<file path="src/rtl/iter_mul_acc_if.sv">
// Request/result bundle between the execute stage and the iterative
// multiply / multiply-accumulate unit.
interface iter_mul_acc_if #(
  parameter int WIDTH = 32
);
  logic                 start_i;
  logic                 annul_i;
  logic                 signed_i;
  logic [1:0]           mode_i;
  logic [WIDTH-1:0]     op1_i;
  logic [WIDTH-1:0]     op2_i;
  logic [2*WIDTH-1:0]   acc_i;
  logic [2*WIDTH-1:0]   result_o;
  logic                 ready_o;
  logic                 busy_o;

  modport master (
    output start_i, annul_i, signed_i, mode_i, op1_i, op2_i, acc_i,
    input  result_o, ready_o, busy_o
  );

  modport slave (
    input  start_i, annul_i, signed_i, mode_i, op1_i, op2_i, acc_i,
    output result_o, ready_o, busy_o
  );
endinterface

</file>
<file path="src/rtl/iter_mul_acc.sv">
// Iterative multiplier / multiply-accumulator retiring STEP multiplier bits
// per cycle. Operands are converted to magnitudes at acceptance, multiplied
// unsigned, sign-fixed, then optionally added to / subtracted from the
// latched accumulator. All operands are captured at acceptance, so the
// requester may change its inputs while the unit works.
module iter_mul_acc #(
  parameter int WIDTH = 32,
  parameter int STEP  = 1
) (
  input logic           clk,
  input logic           rst,
  iter_mul_acc_if.slave bus
);
  localparam int N     = WIDTH / STEP;
  localparam int CNT_W = (N > 1) ? $clog2(N) : 1;
  localparam logic [CNT_W-1:0] LAST = CNT_W'(N - 1);

  typedef enum logic [2:0] {IDLE, RUN, FIX, ACC, DONE} state_t;

  state_t               state;
  state_t               state_next;
  logic [2*WIDTH-1:0]   mcand;
  logic [WIDTH-1:0]     mplier;
  logic [2*WIDTH-1:0]   product;
  logic [2*WIDTH-1:0]   acc;
  logic [1:0]           mode;
  logic                 neg;
  logic [CNT_W-1:0]     cnt;
  logic [2*WIDTH-1:0]   partial;
  logic [2*WIDTH-1:0]   final_value;
  logic [2*WIDTH-1:0]   result;
  logic                 ready;
  logic                 busy;

  // Unsigned magnitude of an operand; the most negative value maps to
  // 2^(WIDTH-1), which still fits in WIDTH bits.
  function automatic logic [WIDTH-1:0] magnitude(input logic [WIDTH-1:0] v,
                                                 input logic            sg);
    if (sg && v[WIDTH-1]) begin
      magnitude = ~v + WIDTH'(1);
    end else begin
      magnitude = v;
    end
  endfunction

  // State register.
  always_ff @(posedge clk) begin
    if (rst) begin
      state <= IDLE;
    end else begin
      state <= state_next;
    end
  end

  // Next-state logic; annul aborts any in-flight operation.
  always_comb begin
    state_next = state;
    case (state)
      IDLE: begin
        if (bus.start_i && !bus.annul_i) state_next = RUN;
        else                             state_next = IDLE;
      end
      RUN: begin
        if (bus.annul_i)      state_next = IDLE;
        else if (cnt == LAST) state_next = FIX;
        else                  state_next = RUN;
      end
      FIX: begin
        if (bus.annul_i) state_next = IDLE;
        else             state_next = ACC;
      end
      ACC: begin
        if (bus.annul_i) state_next = IDLE;
        else             state_next = DONE;
      end
      DONE: begin
        if (!bus.start_i || bus.annul_i) state_next = IDLE;
        else                             state_next = DONE;
      end
      default: state_next = IDLE;
    endcase
  end

  // Partial product of the STEP low multiplier bits for this cycle.
  always_comb begin
    partial = '0;
    for (int j = 0; j < STEP; j++) begin
      if (mplier[j]) partial = partial + (mcand << j);
      else           partial = partial;
    end
  end

  // Accumulate stage result: plain product, acc + p or acc - p.
  always_comb begin
    final_value = product;
    case (mode)
      2'b01:   final_value = acc + product;
      2'b10:   final_value = acc - product;
      default: final_value = product;
    endcase
  end

  // Datapath: latch operands at acceptance, shift-add in RUN, sign fix in FIX.
  always_ff @(posedge clk) begin
    if (rst) begin
      mcand   <= '0;
      mplier  <= '0;
      product <= '0;
      acc     <= '0;
      mode    <= 2'b00;
      neg     <= 1'b0;
      cnt     <= '0;
    end else begin
      case (state)
        IDLE: begin
          if (state_next == RUN) begin
            mcand   <= {{WIDTH{1'b0}}, magnitude(bus.op1_i, bus.signed_i)};
            mplier  <= magnitude(bus.op2_i, bus.signed_i);
            neg     <= bus.signed_i & (bus.op1_i[WIDTH-1] ^ bus.op2_i[WIDTH-1]);
            mode    <= bus.mode_i;
            acc     <= bus.acc_i;
            product <= '0;
            cnt     <= '0;
          end
        end
        RUN: begin
          product <= product + partial;
          mcand   <= mcand << STEP;
          mplier  <= mplier >> STEP;
          cnt     <= cnt + CNT_W'(1);
        end
        FIX: begin
          if (neg) product <= ~product + (2*WIDTH)'(1);
        end
        default: begin
        end
      endcase
    end
  end

  // Registered outputs; result is only non-zero while ready is high.
  always_ff @(posedge clk) begin
    if (rst) begin
      result <= '0;
      ready  <= 1'b0;
      busy   <= 1'b0;
    end else begin
      busy  <= (state_next == RUN) || (state_next == FIX) || (state_next == ACC);
      ready <= (state_next == DONE);
      case (state)
        ACC:     result <= (state_next == DONE) ? final_value : '0;
        DONE:    result <= (state_next == DONE) ? result : '0;
        default: result <= '0;
      endcase
    end
  end

  assign bus.result_o = result;
  assign bus.ready_o  = ready;
  assign bus.busy_o   = busy;
endmodule

</file>
<file path="src/flat_wrapper.sv">
// flat-port wrapper written by rule: the top's interface ports become plain ports
module iter_mul_acc_flat 
#(
  parameter int WIDTH = 32,
  parameter int STEP  = 1
)
  (clk, rst, bus_start_i, bus_annul_i, bus_signed_i, bus_mode_i, bus_op1_i, bus_op2_i, bus_acc_i, bus_result_o, bus_ready_o, bus_busy_o);
  iter_mul_acc_if #(.WIDTH(WIDTH)) bus_i ();
  input logic clk;
  input logic rst;
  input wire logic [$bits(bus_i.start_i)-1:0] bus_start_i;
  input wire logic [$bits(bus_i.annul_i)-1:0] bus_annul_i;
  input wire logic [$bits(bus_i.signed_i)-1:0] bus_signed_i;
  input wire logic [$bits(bus_i.mode_i)-1:0] bus_mode_i;
  input wire logic [$bits(bus_i.op1_i)-1:0] bus_op1_i;
  input wire logic [$bits(bus_i.op2_i)-1:0] bus_op2_i;
  input wire logic [$bits(bus_i.acc_i)-1:0] bus_acc_i;
  output wire logic [$bits(bus_i.result_o)-1:0] bus_result_o;
  output wire logic [$bits(bus_i.ready_o)-1:0] bus_ready_o;
  output wire logic [$bits(bus_i.busy_o)-1:0] bus_busy_o;
  assign bus_i.start_i = bus_start_i;
  assign bus_i.annul_i = bus_annul_i;
  assign bus_i.signed_i = bus_signed_i;
  assign bus_i.mode_i = bus_mode_i;
  assign bus_i.op1_i = bus_op1_i;
  assign bus_i.op2_i = bus_op2_i;
  assign bus_i.acc_i = bus_acc_i;
  assign bus_result_o = bus_i.result_o;
  assign bus_ready_o = bus_i.ready_o;
  assign bus_busy_o = bus_i.busy_o;
  iter_mul_acc #(.WIDTH(WIDTH), .STEP(STEP)) u_core (.clk(clk), .rst(rst), .bus(bus_i));
endmodule
</file>
<file path="config.mk">
export PLATFORM = sky130hd
export DESIGN_NAME = iter_mul_acc_flat
export DESIGN_NICKNAME = d
export VERILOG_FILES = /design/src/rtl/iter_mul_acc_if.sv /design/src/rtl/iter_mul_acc.sv /design/src/flat_wrapper.sv
export SDC_FILE = /design/constraint.sdc
export NUM_CORES = 1
export LEC_CHECK = 0
export CAP_MARGIN = 5
export CORE_ASPECT_RATIO = 0.5
export CORE_MARGIN = 5
export CORE_UTILIZATION = 50
export CTS_BUF_LIST = sky130_fd_sc_hd__clkbuf_8
export CTS_CLUSTER_DIAMETER = 80
export DETAILED_ROUTE_END_ITERATION = 7
export GPL_TIMING_DRIVEN = 1
export PLACE_DENSITY_LB_ADDON = 0.3
export SLEW_MARGIN = 10
export SYNTH_ARGS = -nofsm -noshare
export SYNTH_HDL_FRONTEND = slang
export SYNTH_SLANG_ARGS = --single-unit
</file>
<file path="constraint.sdc">
create_clock -name clk -period 15.6 [get_ports clk]
set_input_delay 3.9 -clock clk [delete_from_list [all_inputs] [get_ports clk]]
set_output_delay 3.9 -clock clk [all_outputs]
set_load 0.1 [all_outputs]
</file>
Yosys cells after proc, flatten, opt, wreduce, memory -nomap -nowiden

Index checks and enable logic that the tools add are counted.

Add/subtract/negate cells: 7
Eq/ne operators: 14
Multiplexer cells: 23
Bitwise gates (word level): 5
Reductions and logical operators: 14

Operators by type and width:

| kind                                                   | count |
|---|---|
| 2-to-1 mux 64 bit                                      | 6 |
| one-hot mux 64 bit (2 select lines)                    | 3 |
| one-hot mux 64 bit (3 select lines)                    | 1 |
| adder 64 bit                                           | 2 |
| 2-to-1 mux 32 bit                                      | 3 |
| adder 32 x 1 -> 32 bit (second input constant)         | 2 |
| adder 64 x 1 -> 64 bit (second input constant)         | 1 |
| NOT 32 bit                                             | 2 |
| NOT 64 bit                                             | 1 |
| one-hot mux 32 bit (2 select lines)                    | 1 |
| subtractor 64 bit                                      | 1 |
| one-hot mux 3 bit (5 select lines)                     | 1 |
| == test 3 x 2 -> 1 bit (second input constant)         | 4 |
| one-hot mux 5 bit (2 select lines)                     | 1 |
| 2-to-1 mux 3 bit                                       | 3 |
| == test 3 x 1 -> 1 bit (second input constant)         | 2 |
| == test 3 bit (second input constant)                  | 2 |
| adder 5 x 1 -> 5 bit (second input constant)           | 1 |
| == test 5 bit (second input constant)                  | 1 |
| 2-to-1 mux 5 bit                                       | 1 |
| 2-to-1 mux 2 bit                                       | 2 |
| inequality test 2 x 1 -> 1 bit (second input constant) | 2 |
| AND reduction 2 bit                                    | 2 |
| logical AND 1 bit                                      | 3 |
| 12 further kinds                                       | 15 |

Bits in registers: 301
Input port bits: 135
Logic and storage cells: 74

Longest topological paths before layout

Depth after elaboration: 7
Mapped depth: 23
Depth with buffers taken out: 21

Least setup slack after synthesis

OpenSTA, ideal clock, no wires.

Path type: input to register
Start: in bus_op1_i[15]
End: reg u_core.mcand[29]
Arrival: 5.722 ns
Setup slack: 9.807 ns
Stages: 9
Path buffers: 0
Path through: or3_1 > or3_1 > nor2_1 > nand2_1 > or2_2 > o31ai_1 > xnor2_1 > nand2_1 > a21oi_1

Cells in the longest elaborated chain, start to end: 5

RTL lines:

| element                             | line                | text |
|---|---|---|
| from (decl)                         | flat_wrapper.sv:15  | `input wire logic [$bits(bus_i.op1_i)-1:0] bus_op1_i;` |
| NOT 32 bit                          | iter_mul_acc.sv:40  | `magnitude = ~v + WIDTH'(1);` |
| adder 32 x 1 -> 32 bit              | iter_mul_acc.sv:40  |  |
| 2-to-1 mux 32 bit                   | iter_mul_acc.sv:39  | `if (sg && v[WIDTH-1]) begin` |
| 2-to-1 mux 64 bit                   | iter_mul_acc.sv:116 | `if (state_next == RUN) begin` |
| one-hot mux 64 bit (2 select lines) | iter_mul_acc.sv:114 | `case (state)` |
| to (signal assigned)                | iter_mul_acc.sv:117 | `mcand <= {{WIDTH{1'b0}}, magnitude(bus.op1_i, bus.signed_i)};` |
| to (signal assigned)                | iter_mul_acc.sv:128 | `mcand <= mcand << STEP;` |
| to (decl)                           | iter_mul_acc.sv:22  | `logic [2*WIDTH-1:0] mcand;` |

No other way between the ends. The select of a mux whose other input is x is not followed.
A chain may end at the register's enable or synchronous reset.

Worst setup path after layout

Start: reg u_core.product[21]
End: reg u_core.result[60], in the netlist u_core.bus.result_o[60]

Cells in the longest elaborated chain, start to end: 4

RTL lines:

| element                                                  | line                                   | text |
|---|---|---|
| from (decl)                                              | iter_mul_acc.sv:24                     | `logic [2*WIDTH-1:0] product;` |
| from (signal assigned)                                   | iter_mul_acc.sv:127                    | `product <= product + partial;` |
| from (signal assigned)                                   | iter_mul_acc.sv:133                    | `if (neg) product <= ~product + (2*WIDTH)'(1);` |
| subtractor 64 bit / adder 64 bit (equally long branches) | iter_mul_acc.sv:98, iter_mul_acc.sv:97 |  |
| one-hot mux 64 bit (2 select lines) *                    | iter_mul_acc.sv:96                     | `case (mode)` |
| 2-to-1 mux 64 bit *                                      | iter_mul_acc.sv:151                    | `ACC: result <= (state_next == DONE) ? final_value : '0;` |
| one-hot mux 64 bit (2 select lines) *                    | iter_mul_acc.sv:150                    | `case (state)` |
| to (signal assigned)                                     | iter_mul_acc.sv:151                    |  |
| to (signal assigned)                                     | iter_mul_acc.sv:152                    | `DONE: result <= (state_next == DONE) ? result : '0;` |
| to (decl)                                                | iter_mul_acc.sv:31                     | `logic [2*WIDTH-1:0] result;` |

Every way passes the cells marked *; elsewhere a longest branch is shown, timed or not.

==> results.tsv <==
stage	metric	value	unit
drt	drc	0	
place	gp_congestion	0.9939	
worst_hold_path	min_path_type	register to register	
timing	max_slew_margin	15.19	%
worst_setup_path	cp-startpoint	u_core.product[21]	
clocking	cts_tree	built	
die	fp.dieW	312.3	µm
worst_setup_path	cp.arrival	7.15	ns
synthesis	synth_seq_cells	301	
worst_setup_path	cp-end-kind	register	
global_route	grt_pass1_wl	120600	µm
worst_setup_path	critPathCapture	u_core.bus.result_o[60]	
timing	worst_pin_slew	1.265	ns
synthesis	synth_edf_count	0	
status	status	finished clean	
cells_and_area	fin_util	57.19	%
clocking	insertion_delay	0.63	ns
clocking	cts_buffer_depth	3	
synthesis	synth_top_area_share	26.37	%
timing	hold_viol	0	
synthesis	synth_warnings	0	
global_route	grt_pass1_vias	21040	
worst_setup_path	r2r_end	u_core.bus.result_o[60]	
clocking	cts.sinks	301	
global_route	antenna_found_initial	1	
timing	rsz0062_at_grt	no	
place	hpwl	59280	µm
synthesis	synthCells	3152	
timing	fin_crit_sh	42.55	%
drt	num_vias	23870	
place	dpl.cell_count	3738	
global_route	grt_remaining_overflow	0	
global_route	grt_max_degree	100	
global_route	grtUsageTotal	29.44	%
run	maxCapViolCount	0	
clocking	htreeDepth	2	
timing	finalClockSkew	0.03703	ns
die	die-area	50330	µm²
worst_setup_path	cp_max_fo	10	
drt	drt_iter0_markers	3061	
clocking	clock-root-buffer	clkbuf_8	
drt	dr.pass1.iters	6	
worst_setup_path	rr_worst_depth	17	
worst_setup_path	crit_type	register to register	
cells_and_area	diodes	0	
pwr	total_leakage_power	10.18	nW
synthesis	netlist_area	22850	µm²
pwr	power.density	90.34	nW/µm²
synthesis	synth_fp_nets	3421	
synthesis	yosysUniqueCellTypes	82	
timing	period_needed	6.638	ns
die	core	45210	µm²
synthesis	synthArstFlopShare	0	%
synthesis	yosysMostFrequentCell	nand2_1	
worst_setup_path	r2r_setup_slack	8.96	ns
synthesis	avgSynthCellArea	7.248	µm²
timing	setup_violations	0	
clocking	cts_setup_buffers	0	
place	port-buffer-count	200	
cells_and_area	syn2layout_area_growth	13.17	%
die	rows	55	
clocking	clk_pin_slew	0.07	ns
worst_setup_path	r2r_start	u_core.product[21]	
clocking	cts_hold_buffers	0	
clocking	cts_resized	0	
synthesis	yosysTopAreaCell	dfxtp_1	
synthesis	ys_seq_area_share	26.37	%
synthesis	synth.top_cells.by_count	nand2_1 (443), a21oi_1 (372), dfxtp_1 (301)	
pwr	peakVddDrop	0.06061	mV
worst_setup_path	start_kind	register	
die	start_util	50.53	%
timing	final_max_slew_viol_count	0	
drt	viasPerCell	6.245	
worst_setup_path	required	16.12	ns
drt	ant_nets	0	
die	ios	201	
synthesis	synthTopCellsByArea	dfxtp_1 (26%), a21oi_1 (8.1%), nand2_1 (7.3%), ha_1 (7.2%), xnor2_1 (5.8%)	
cells_and_area	drive_gt1_share	4.342	%
die	die_height	161.2	µm
cells_and_area	final_nets	3458	
drt	wl_per_cell	20.59	µm
clocking	cts_made_buffers	47	
timing	fin_tns_setup	0	ns
cells_and_area	final_cells	3822	
timing	fmax	150.7	MHz
drt	wl	78710	µm
synthesis	synth_top_flop_cell	dfxtp_1	
final cells by class:
| class | count | area [µm²] |
|---|---|---|
| fill | 4278 | 19360 |
| multi-input combinational | 2575 | 15820 |
| sequential | 301 | 6026 |
| timing repair buffer | 220 | 2153 |
| clock buffer | 60 | 825.8 |
| tap | 598 | 748.2 |
| inverter | 44 | 165.2 |
| clock inverter | 24 | 112.6 |
routing by layer:
layer / track usage, % / vias up / part of all wire (%)
li1: - / 11460 / -
met1: 46.27 / 11100 / 48
met2: 38.37 / 1227 / 37
met3: 9.950 / 80 / 14
met4: 5.021 / 2 / 1.4
met5: 0 / - / 0.025
flip-flops by register name, summed over array words and instances, names as in the netlist:
name / count
u_core.cnt: 5
u_core.state: 3
u_core.mplier: 32
u_core.product: 64
u_core.mcand: 64
u_core.mode: 2
u_core.acc: 64
u_core.bus.ready_o: 1
u_core.bus.result_o: 64
u_core.bus.busy_o: 1
u_core.neg: 1
cell usage in the layout (no fill, tap or decap), types with 8 or more instances in the layout:
master / synthesis / layout
nand2b_1: 17 / 16
clkdlybuf4s50_1: 0 / 199
or3_1: 25 / 25
a32o_1: 8 / 8
a221oi_1: 22 / 22
a211oi_1: 24 / 24
a21o_1: 85 / 85
clkinv_2: 0 / 8
nand4_1: 51 / 51
nor3_1: 74 / 71
a31oi_1: 19 / 19
or4_1: 13 / 13
a22oi_1: 116 / 116
nand2_1: 443 / 443
o21ai_0: 166 / 166
and2_1: 85 / 85
inv_1: 44 / 57
or2_2: 12 / 12
xnor2_1: 150 / 150
o22ai_1: 30 / 30
nor2_1: 282 / 280
o211ai_1: 18 / 18
buf_4: 1 / 20
o21bai_1: 20 / 20
and3_1: 17 / 17
nor4_1: 31 / 30
dfxtp_1: 301 / 301
xor2_1: 81 / 81
a222oi_1: 8 / 8
o32ai_1: 24 / 24
o21a_1: 22 / 22
a21oi_1: 372 / 371
o31ai_1: 18 / 18
nor2b_1: 20 / 20
ha_1: 132 / 131
clkbuf_8: 0 / 60
nand3_1: 71 / 71
worst min path at each step:
stage | endpoint | from | slack [ns] | depth (start not counted)
after floorplan | u_core.neg | u_core.neg | 0.43 | 2
after global placement | u_core.mcand[33] | u_core.mcand[32] | 0.45 | 2
after detailed placement | u_core.acc[0] | u_core.acc[0] | 0.45 | 2
after CTS | u_core.mcand[52] | u_core.mcand[51] | 0.46 | 2
after global routing | u_core.mcand[52] | u_core.mcand[51] | 0.48 | 2
final | u_core.mcand[34] | u_core.mcand[33] | 0.45 | 2
through the flow:
stage / hold WS [ns] / power (W) / area [µm²] / setup WS, ns
3_3_place_gp: 0.4478 / 0.001618 / 24920 / 8.835
6_report: 0.4543 / 0.002336 / 25850 / 8.962
5_1_grt: 0.4781 / 0.002438 / 25850 / 8.649
4_1_cts: 0.4590 / 0.002305 / 25850 / 9.202
3_5_place_dp: 0.4518 / 0.001619 / 24920 / 8.655
2_1_floorplan: 0.4320 / 0.001367 / 22850 / 9.807
report_power, final:
part / internal [W] / switching (W) / total [W]
clock: 0.000346 / 0.000345 / 0.000691
combinational: 0.000291 / 0.000542 / 0.000834
sequential: 0.000790 / 0.0000221 / 0.000812
total: 0.00143 / 0.000909 / 0.00234
kinds of logic (layout without fill, tap and decap cells):
kind of cell | after synthesis | in the layout | synth area share [%]
XOR/XNOR | 232 | 232 | 8.976
adder cells (fa/ha/maj) | 134 | 134 | 7.404
AO/OA/AOI/OAI | 1024 | 1024 | 28.31
AND/OR/NAND/NOR | 1180 | 1180 | 24.09
multiplexers | 5 | 5 | 0.2300
buffers and inverters | 276 | 348 | 4.617
flip-flops | 301 | 301 | 26.37
critical path: stages, from the launching register on:
cell and delay (ns):
dfxtp_1 0.45, nor4_1 0.93, or3b_2 0.52, nor2_1 0.47, nand2_1 0.28, or3_1 0.47
nor2b_1 0.18, xnor2_1 0.40, ha_1 0.41, nand4_1 0.16, nor2_1 0.08, a221oi_1 0.32
a21oi_1 0.12, or4b_1 0.58, a31o_2 0.31, o311a_1 0.30, or3_1 0.30, a31o_2 0.23
Note: power is estimated with default switching activity, not from simulation.
